$ cat src/rtl/cpu_mem_pkg.sv
// Shared constants and types for the instruction-memory loader path.
package cpu_mem_pkg;

  localparam int unsigned IM_DEPTH   = 128;
  localparam int unsigned IM_AW      = 7;
  localparam int unsigned WORD_BYTES = 4;

  typedef enum logic [1:0] {
    IDLE  = 2'd0,
    LOAD  = 2'd1,
    WRITE = 2'd2,
    DONE  = 2'd3
  } im_state_t;

endpackage

$ cat src/rtl/im_word_packer.sv
// Collects four stream bytes into one 32-bit instruction word.
module im_word_packer
  import cpu_mem_pkg::*;
#(
  parameter bit BIG_ENDIAN = 1'b1
) (
  input  logic        clk,
  input  logic        reset,
  input  logic        clear,
  input  logic        shift,
  input  logic [7:0]  byte_data,
  output logic [31:0] word,
  output logic        word_full
);

  localparam logic [1:0] LAST_IDX = 2'(WORD_BYTES - 1);

  logic [1:0] byte_idx;

  // Byte index and assembly register; cleared on reset and on each new load.
  always_ff @(posedge clk) begin
    if (reset || clear) begin
      byte_idx <= '0;
      word     <= '0;
    end else if (shift) begin
      byte_idx <= byte_idx + 2'd1;
      if (BIG_ENDIAN) begin
        word <= {word[23:0], byte_data};
      end else begin
        word <= {byte_data, word[31:8]};
      end
    end
  end

  // The transfer landing in the last byte slot completes the word.
  always_comb begin
    word_full = shift && (byte_idx == LAST_IDX);
  end

endmodule

$ cat src/rtl/im_loader.sv
// Byte-stream loader that writes consecutive 32-bit words into the
// instruction store while holding the fetch path off via busy.
module im_loader
  import cpu_mem_pkg::*;
#(
  parameter int unsigned DEPTH      = IM_DEPTH,
  parameter int unsigned AW         = IM_AW,
  parameter bit          BIG_ENDIAN = 1'b1
) (
  input  logic          clk,
  input  logic          reset,
  input  logic          start,
  input  logic [AW:0]   len_words,
  input  logic          byte_valid,
  input  logic [7:0]    byte_data,
  output logic          byte_ready,
  output logic          im_we,
  output logic [31:0]   im_waddr,
  output logic [31:0]   im_wdata,
  output logic          busy,
  output logic          done,
  output logic [AW:0]   word_count
);

  localparam logic [AW:0] DEPTH_W = (AW + 1)'(DEPTH);
  localparam logic [AW:0] ONE_W   = (AW + 1)'(1);

  im_state_t   state;
  im_state_t   state_next;

  logic [AW:0]   len;
  logic [AW:0]   len_clamped;
  logic [AW:0]   count_inc;
  logic [AW-1:0] idx;
  logic          start_accept;
  logic          shift;
  logic          word_full;
  logic [31:0]   word;
  logic [31:0]   waddr_cur;
  logic [31:0]   waddr_q;
  logic [31:0]   wdata_q;

  im_word_packer #(
    .BIG_ENDIAN (BIG_ENDIAN)
  ) u_packer (
    .clk       (clk),
    .reset     (reset),
    .clear     (start_accept),
    .shift     (shift),
    .byte_data (byte_data),
    .word      (word),
    .word_full (word_full)
  );

  // Requested length clamped to the store size so the index never wraps.
  always_comb begin
    len_clamped = (len_words > DEPTH_W) ? DEPTH_W : len_words;
    count_inc   = word_count + ONE_W;
    waddr_cur   = 32'({idx, 2'b00});
  end

  // State register.
  always_ff @(posedge clk) begin
    if (reset) begin
      state <= IDLE;
    end else begin
      state <= state_next;
    end
  end

  // Next-state logic.
  always_comb begin
    state_next = state;
    unique case (state)
      IDLE, DONE: begin
        if (start) begin
          state_next = (len_clamped == '0) ? DONE : LOAD;
        end
      end
      LOAD: begin
        if (word_full) begin
          state_next = WRITE;
        end
      end
      WRITE: begin
        state_next = (count_inc == len) ? DONE : LOAD;
      end
      default: state_next = IDLE;
    endcase
  end

  // State-decoded outputs and handshake qualifiers.
  always_comb begin
    byte_ready   = 1'b0;
    busy         = 1'b0;
    done         = 1'b0;
    im_we        = 1'b0;
    start_accept = 1'b0;
    unique case (state)
      IDLE:  start_accept = start;
      LOAD:  begin
        byte_ready = 1'b1;
        busy       = 1'b1;
      end
      WRITE: begin
        busy  = 1'b1;
        im_we = 1'b1;
      end
      DONE:  begin
        done         = 1'b1;
        start_accept = start;
      end
      default: ;
    endcase
    shift = byte_valid && byte_ready;
  end

  // Length latch, word counter/index, and hold registers for the write port.
  always_ff @(posedge clk) begin
    if (reset) begin
      len        <= '0;
      word_count <= '0;
      idx        <= '0;
      waddr_q    <= '0;
      wdata_q    <= '0;
    end else if (start_accept) begin
      len        <= len_clamped;
      word_count <= '0;
      idx        <= '0;
    end else if (state == WRITE) begin
      word_count <= count_inc;
      idx        <= idx + 1'b1;
      waddr_q    <= waddr_cur;
      wdata_q    <= word;
    end
  end

  // Write port shows the live word during WRITE and the last written one otherwise.
  always_comb begin
    if (state == WRITE) begin
      im_waddr = waddr_cur;
      im_wdata = word;
    end else begin
      im_waddr = waddr_q;
      im_wdata = wdata_q;
    end
  end

endmodule

$ cat config.mk
export PLATFORM = sky130hd
export DESIGN_NAME = im_loader
export DESIGN_NICKNAME = d
export VERILOG_FILES = /design/src/rtl/cpu_mem_pkg.sv /design/src/rtl/im_word_packer.sv /design/src/rtl/im_loader.sv
export SDC_FILE = /design/constraint.sdc
export NUM_CORES = 1
export LEC_CHECK = 0
export ABC_AREA = 0
export CAP_MARGIN = 15
export CORE_ASPECT_RATIO = 0.9
export CORE_MARGIN = 5
export CORE_UTILIZATION = 52
export DETAILED_ROUTE_END_ITERATION = 6
export PLACE_DENSITY = 0.79
export REMOVE_ABC_BUFFERS = 1
export SLEW_MARGIN = 20
export SYNTH_ARGS = -nofsm -noshare
export SYNTH_HDL_FRONTEND = slang
export SYNTH_HIERARCHICAL = 1
export SYNTH_SLANG_ARGS = --single-unit
$ cat constraint.sdc
create_clock -name clk -period 2.2 [get_ports clk]
set_input_delay 0.44 -clock clk [delete_from_list [all_inputs] [get_ports clk]]
set_output_delay 0.44 -clock clk [all_outputs]
set_load 0.05 [all_outputs]
==> results.py <==
metrics = {
    "detailed_routing": {
        "drc": 0,
        "routed_via_density": 5.34,
        "routed_wl_mm": 12.6,
        "firstDrtPassIters": 5,
        "num_vias": 4202,
        "detail_route.wl_per_cell_microns": 16.1,
        "ant_nets": 0,
        "drtIter0Drc": 211,
    },
    "clock_network": {
        "htreeDepth": 4,
        "cts-buffers-inserted": 17,
        "holdBufCountCts": 0,
        "root_buffer": "clkbuf_16",
        "cts_tree": "built",
        "clkLatencyLatePin_ps": 400,
        "cts.clk_slew.worst_paths_ps": 50,
        "clkSinkCount": 123,
        "cts_buffer_depth": 2,
    },
    "worst_setup_path": {
        "start_kind": "register",
        "r2r-start": "state[0]$_SDFFE_PP0P_",
        "endpoint_kind": "output port",
        "rr_endpoint": "wdata_q[17]$_SDFFE_PP0N_",
        "path_max_fanout": 13,
        "required_ps": 1760,
        "ff2ff_setup_slack_ps": 80,
        "critPathKind": "reg2out",
        "arrival_ps": 1750,
        "reg2reg_depth": 8,
    },
    "finish": {
        "diodes": 0,
        "multiInputGateArea_sq_mm": 0.00266,
        "final_cell_mix": "121 x dfxtp_1, 89 x nand2_1, 55 x nor2_1, 47 x a21oi_1, 47 x buf_6",
        "layout_commonest_cell": "dfxtp_1",
        "layout.nets": 676,
        "syn_to_final_growth_pct": 35.4,
        "nFillCells": 700,
        "layout-drive-gt1-share_pct": 26.8,
        "seq_area_sq_mm": 0.00246,
        "final_core_util_pct": 72.9,
    },
    "timing": {
        "period_needed_ps": 2190,
        "drv_slew": 0,
        "skew_ps": 7.56,
        "relSlewSlack_pct": 62.3,
        "setup_violations": 0,
        "finalHoldViolCount": 0,
        "tightestPinTransition_ps": 564,
        "fmax_ghz": 0.456,
        "layout_setup_ws_ps": 6.61,
        "timing.setup.tns_ps": 0,
        "fin_hold_ws_ps": 371,
        "rsz0062_at_grt": "yes",
        "min_period_over_period_pct": 99.7,
    },
    "min_path": {
        "hp-start": "reset",
        "hold_depth": 2,
        "worst_hold_path.endpoint": "len[6]$_SDFFE_PP0P_",
        "hold_class": "in2reg",
    },
    "synth": {
        "ys_ff_latch": 123,
        "synth.avg_cell_area_sq_um": 9.44,
        "synth_area_sq_mm": 0.00527,
        "ys_warn_count": 6,
        "async_flop_share_pct": 0,
        "synth-edff-count": 0,
        "postSynthCellCount": 558,
        "post_synth_num_cell_types": 40,
        "seq_area_frac_synth_pct": 46.7,
        "synth_ff_type": "dfxtp_1",
    },
    "power": {
        "total_power_w": 0.00559,
        "p_leak_nw": 2.91,
        "max-vdd-ir-drop_v": 0.000636,
        "power.density_mw_per_mm2": 783,
    },
    "place": {
        "portBuffers": 95,
        "hpwl_mm": 7.56,
        "gp_routability_congestion": 0.854,
        "place_ws_ps": 180,
    },
    "grt": {
        "grt_pass1_wl_mm": 19.8,
        "grt_pass1_vias": 4019,
        "grt_overflow": 0,
        "grt_usage_pct": 20.1,
        "grt_start_max_net_pins": 42,
        "antenna_found_initial": 0,
    },
    "outcome": {
        "status": "finished, final reports clean",
    },
    "job": {
        "maxCapViolCount": 0,
    },
    "floorplanning": {
        "std_cell_rows": 34,
        "fp.coreArea_sq_mm": 0.00978,
        "dieArea_sq_mm": 0.0123,
        "die_w_microns": 116,
        "die_y_microns": 106,
        "ioPinCount": 96,
        "start_util_pct": 53.9,
    },
}
[logic make-up after synthesis]
family / count (synthesis) / synth area share, %
compound gates: 60 / 6.79
xor+xnor: 23 / 3.82
fa+ha+maj: 7 / 1.66
buf+inv: 46 / 5.44
flops: 123 / 46.7
mux: 74 / 15.0
simple gates: 225 / 20.6
[what timing repair did]
item	CTS	global route
setup buffers	1	1
gates cloned	2	0
endpoints found under the setup margin	40	62
gates resized for setup	40	48
[worst max-delay path: stages, from the launching register on]
cell	delay (ps)
dfxtp_2	340
inv_2	70
ha_4	220
buf_12	190
mux2_2	360
buf_6	160
[Yosys cell counts, types with 9 or more instances]
| cell | count | area share [%] |
|---|---|---|
| xnor2_1 | 11 | 1.8 |
| and3_1 | 26 | 3.1 |
| mux2_2 | 39 | 8.3 |
| dfxtp_1 | 123 | 47 |
| a21oi_1 | 47 | 4.5 |
| xor2_1 | 12 | 2.0 |
| nand2_1 | 89 | 6.3 |
| nor2b_1 | 25 | 3.0 |
| mux2i_1 | 35 | 6.6 |
| nor2_1 | 55 | 3.9 |
| clkbuf_1 | 13 | 0.93 |
| nand4_1 | 9 | 1.1 |
| buf_2 | 13 | 1.2 |
[registers in the layout, indices dropped and copies added (netlist names)]
signal	count
waddr_q	32
len	8
u_packer/byte_idx	2
word_count	8
u_packer/word	32
idx	7
state	2
wdata_q	32
[where the power goes]
part	switching (W)	leakage [nW]	total [W]	internal, W
clock	0.000966	0.309	0.00303	0.00206
combinational	0.000176	1.60	0.000293	0.000117
sequential	0.0000176	0.992	0.00227	0.00225
[through the flow]
stage	cell area, sq um	cells
2_1_floorplan	5010	519
3_3_place_gp	6120	753
3_5_place_dp	6120	753
4_1_cts	6960	787
5_1_grt	7140	787
6_report	7140	787
[worst max path at each step]
stage	from	to	slack, ps	cells past startpoint
global route	state[0]$_SDFFE_PP0P_	wdata_q[16]$_SDFFE_PP0N_	-70	8
global placement	byte_valid	state[1]$_SDFFE_PP0P_	190	7
finish	state[0]$_SDFFE_PP0P_	im_wdata[8]	7	5
CTS	state[0]$_SDFFE_PP0P_	im_waddr[17]	-20	6
floorplan	state[0]$_SDFFE_PP0P_	waddr_q[0]$_SDFFE_PP0N_	-2000	4
detailed placement	byte_valid	state[1]$_SDFFE_PP0P_	180	7
[per-layer routing]
metal,share of wire (%),global-route usage (%),vias up
li1,-,-,2051
met1,45,26.3,2008
met2,48,32.3,127
met3,5.8,5.96,16
met4,1.1,5.72,0
met5,0,0,-
[area by class of cell]
class	instances	share of cell area [%]
multi-input combinational	389	37.2
sequential	123	34.5
timing repair buffer	111	16.6
clock buffer	20	6.40
clock inverter	11	2.68
tap	126	2.21
inverter	7	0.368
(Power assumes the default switching activity.)
==> edit: new RTL, same flow settings <==
The 4 states of `im_state_t` get a one-hot encoding in 4 bits.
--- a/src/rtl/cpu_mem_pkg.sv
+++ b/src/rtl/cpu_mem_pkg.sv
@@ -7,7 +7,7 @@
 
-  typedef enum logic [1:0] {
-    IDLE  = 2'd0,
-    LOAD  = 2'd1,
-    WRITE = 2'd2,
-    DONE  = 2'd3
+  typedef enum logic [3:0] {
+    IDLE  = 4'b0001,
+    LOAD  = 4'b0010,
+    WRITE = 4'b0100,
+    DONE  = 4'b1000
   } im_state_t;
Check against the original RTL: same outputs for any inputs over 10 cycles, from zero or initial values and one cycle with reset high; not proved beyond that.
==> edit against the unedited design <==
The run now ends with setup timing left; combinational power down 34%; area after synthesis down 5.7%; hold slack worse by 0.040 ns; clock power down 3%; worst setup slack worse by 0.14 ns; cell area up 9.9%; sequential cell count up 2; synthesized cell count up 1.3%; sequential share of layout area down 2.5 points; power down 3.3%; first-iteration DRC count up 31%; non-clock buffer count up 16; wire length up 13%; critical path type unchanged; highest routed layer unchanged.
==> edit: results (changes against the unedited design) <==
met3 usage 8.74% (was 5.96%); critical path's top delay family simple AND/OR/NAND/NOR gates (was buffers and inverters); Signal inverters 6 (was 7); post-route met1 wirelength 5.80 mm (was 5.71 mm); multi-input combinational area share 34.0% (was 37.2%); worst-path maximum fanout 22 (was 13); Placed Area 6380 um^2 (was 6120 um^2); final setup violation count 41 (was 0); Post-Synth Adder-Cell Area 0.756% (was 1.66%); vias in the first global route 4592 (was 4019); dominant cells by area after synthesis dfxtp_1 50%, nand2_1 10%, mux2i_1 6.6% (was dfxtp_1 47%, mux2_2 8.3%, mux2i_1 6.6%); violated checks setup timing; Pleak 3.18 nW (was 2.91 nW); Peak VDD IR 0.613 mV (was 0.636 mV); mux contribution to synthesized area 6.65% (was 15.0%); worst setup margin -0.134 ns (was 0.00661 ns); crit path max-delay cell type dfxtp_4 (was mux2_2); detailed placement HPWL 7.88 mm (was 7.56 mm); Non-clock buffer share 23.7% (was 16.6%); Unique masters post-synth 46 (was 40); largest net degree at the start of global routing 35 (was 42); count leader, synth nand2_1 (was dfxtp_1); clock-cell share of area 7.92% (was 9.08%); grt met1 use 26.9% (was 26.3%); outcome finished, violations left (was finished clean); routability-driven placement congestion ratio 0.826 (was 0.854); Synth Area in XOR/XNOR 3.70% (was 3.82%); Psw 1.16 mW (about the same); synthesized instance count 565 (was 558); total routed wirelength 14.3 mm (was 12.6 mm); Cells after DPL 764 (was 753); clk_lat worst skew 0.52 ns (was 0.40 ns)
[edit: cell count changes in the layout (fill, tap and decap cells not counted), moves of 6 or more]
| cell | change |
|---|---|
| and2_1 | +24 |
| and3_1 | -25 |
| buf_12 | +46 |
| buf_4 | -13 |
| buf_6 | -21 |
| clkdlybuf4s50_1 | -6 |
| dlygate4sd2_1 | +7 |
| mux2_2 | -11 |
| mux2_4 | -28 |
| nand2_1 | -41 |
| nand2_2 | +60 |
| nand2_4 | +20 |
[edit: path summary, 6_finish.rpt]
path / endpoint / slack [ns] / cells past startpoint
max reg2reg: state[1] / 0.12 / 9
max: im_wdata[25] / -0.13 / 7
min: wdata_q[22] / 0.33 / 2
min reg2reg: waddr_q[16] / 0.45 / 1
[edit: timing repair]
item,in CTS,in global routing
resized for setup,130,53
buffers inserted,12,2
endpoints found under the setup margin,74,67
gates cloned,5,2
pin swaps,2,12
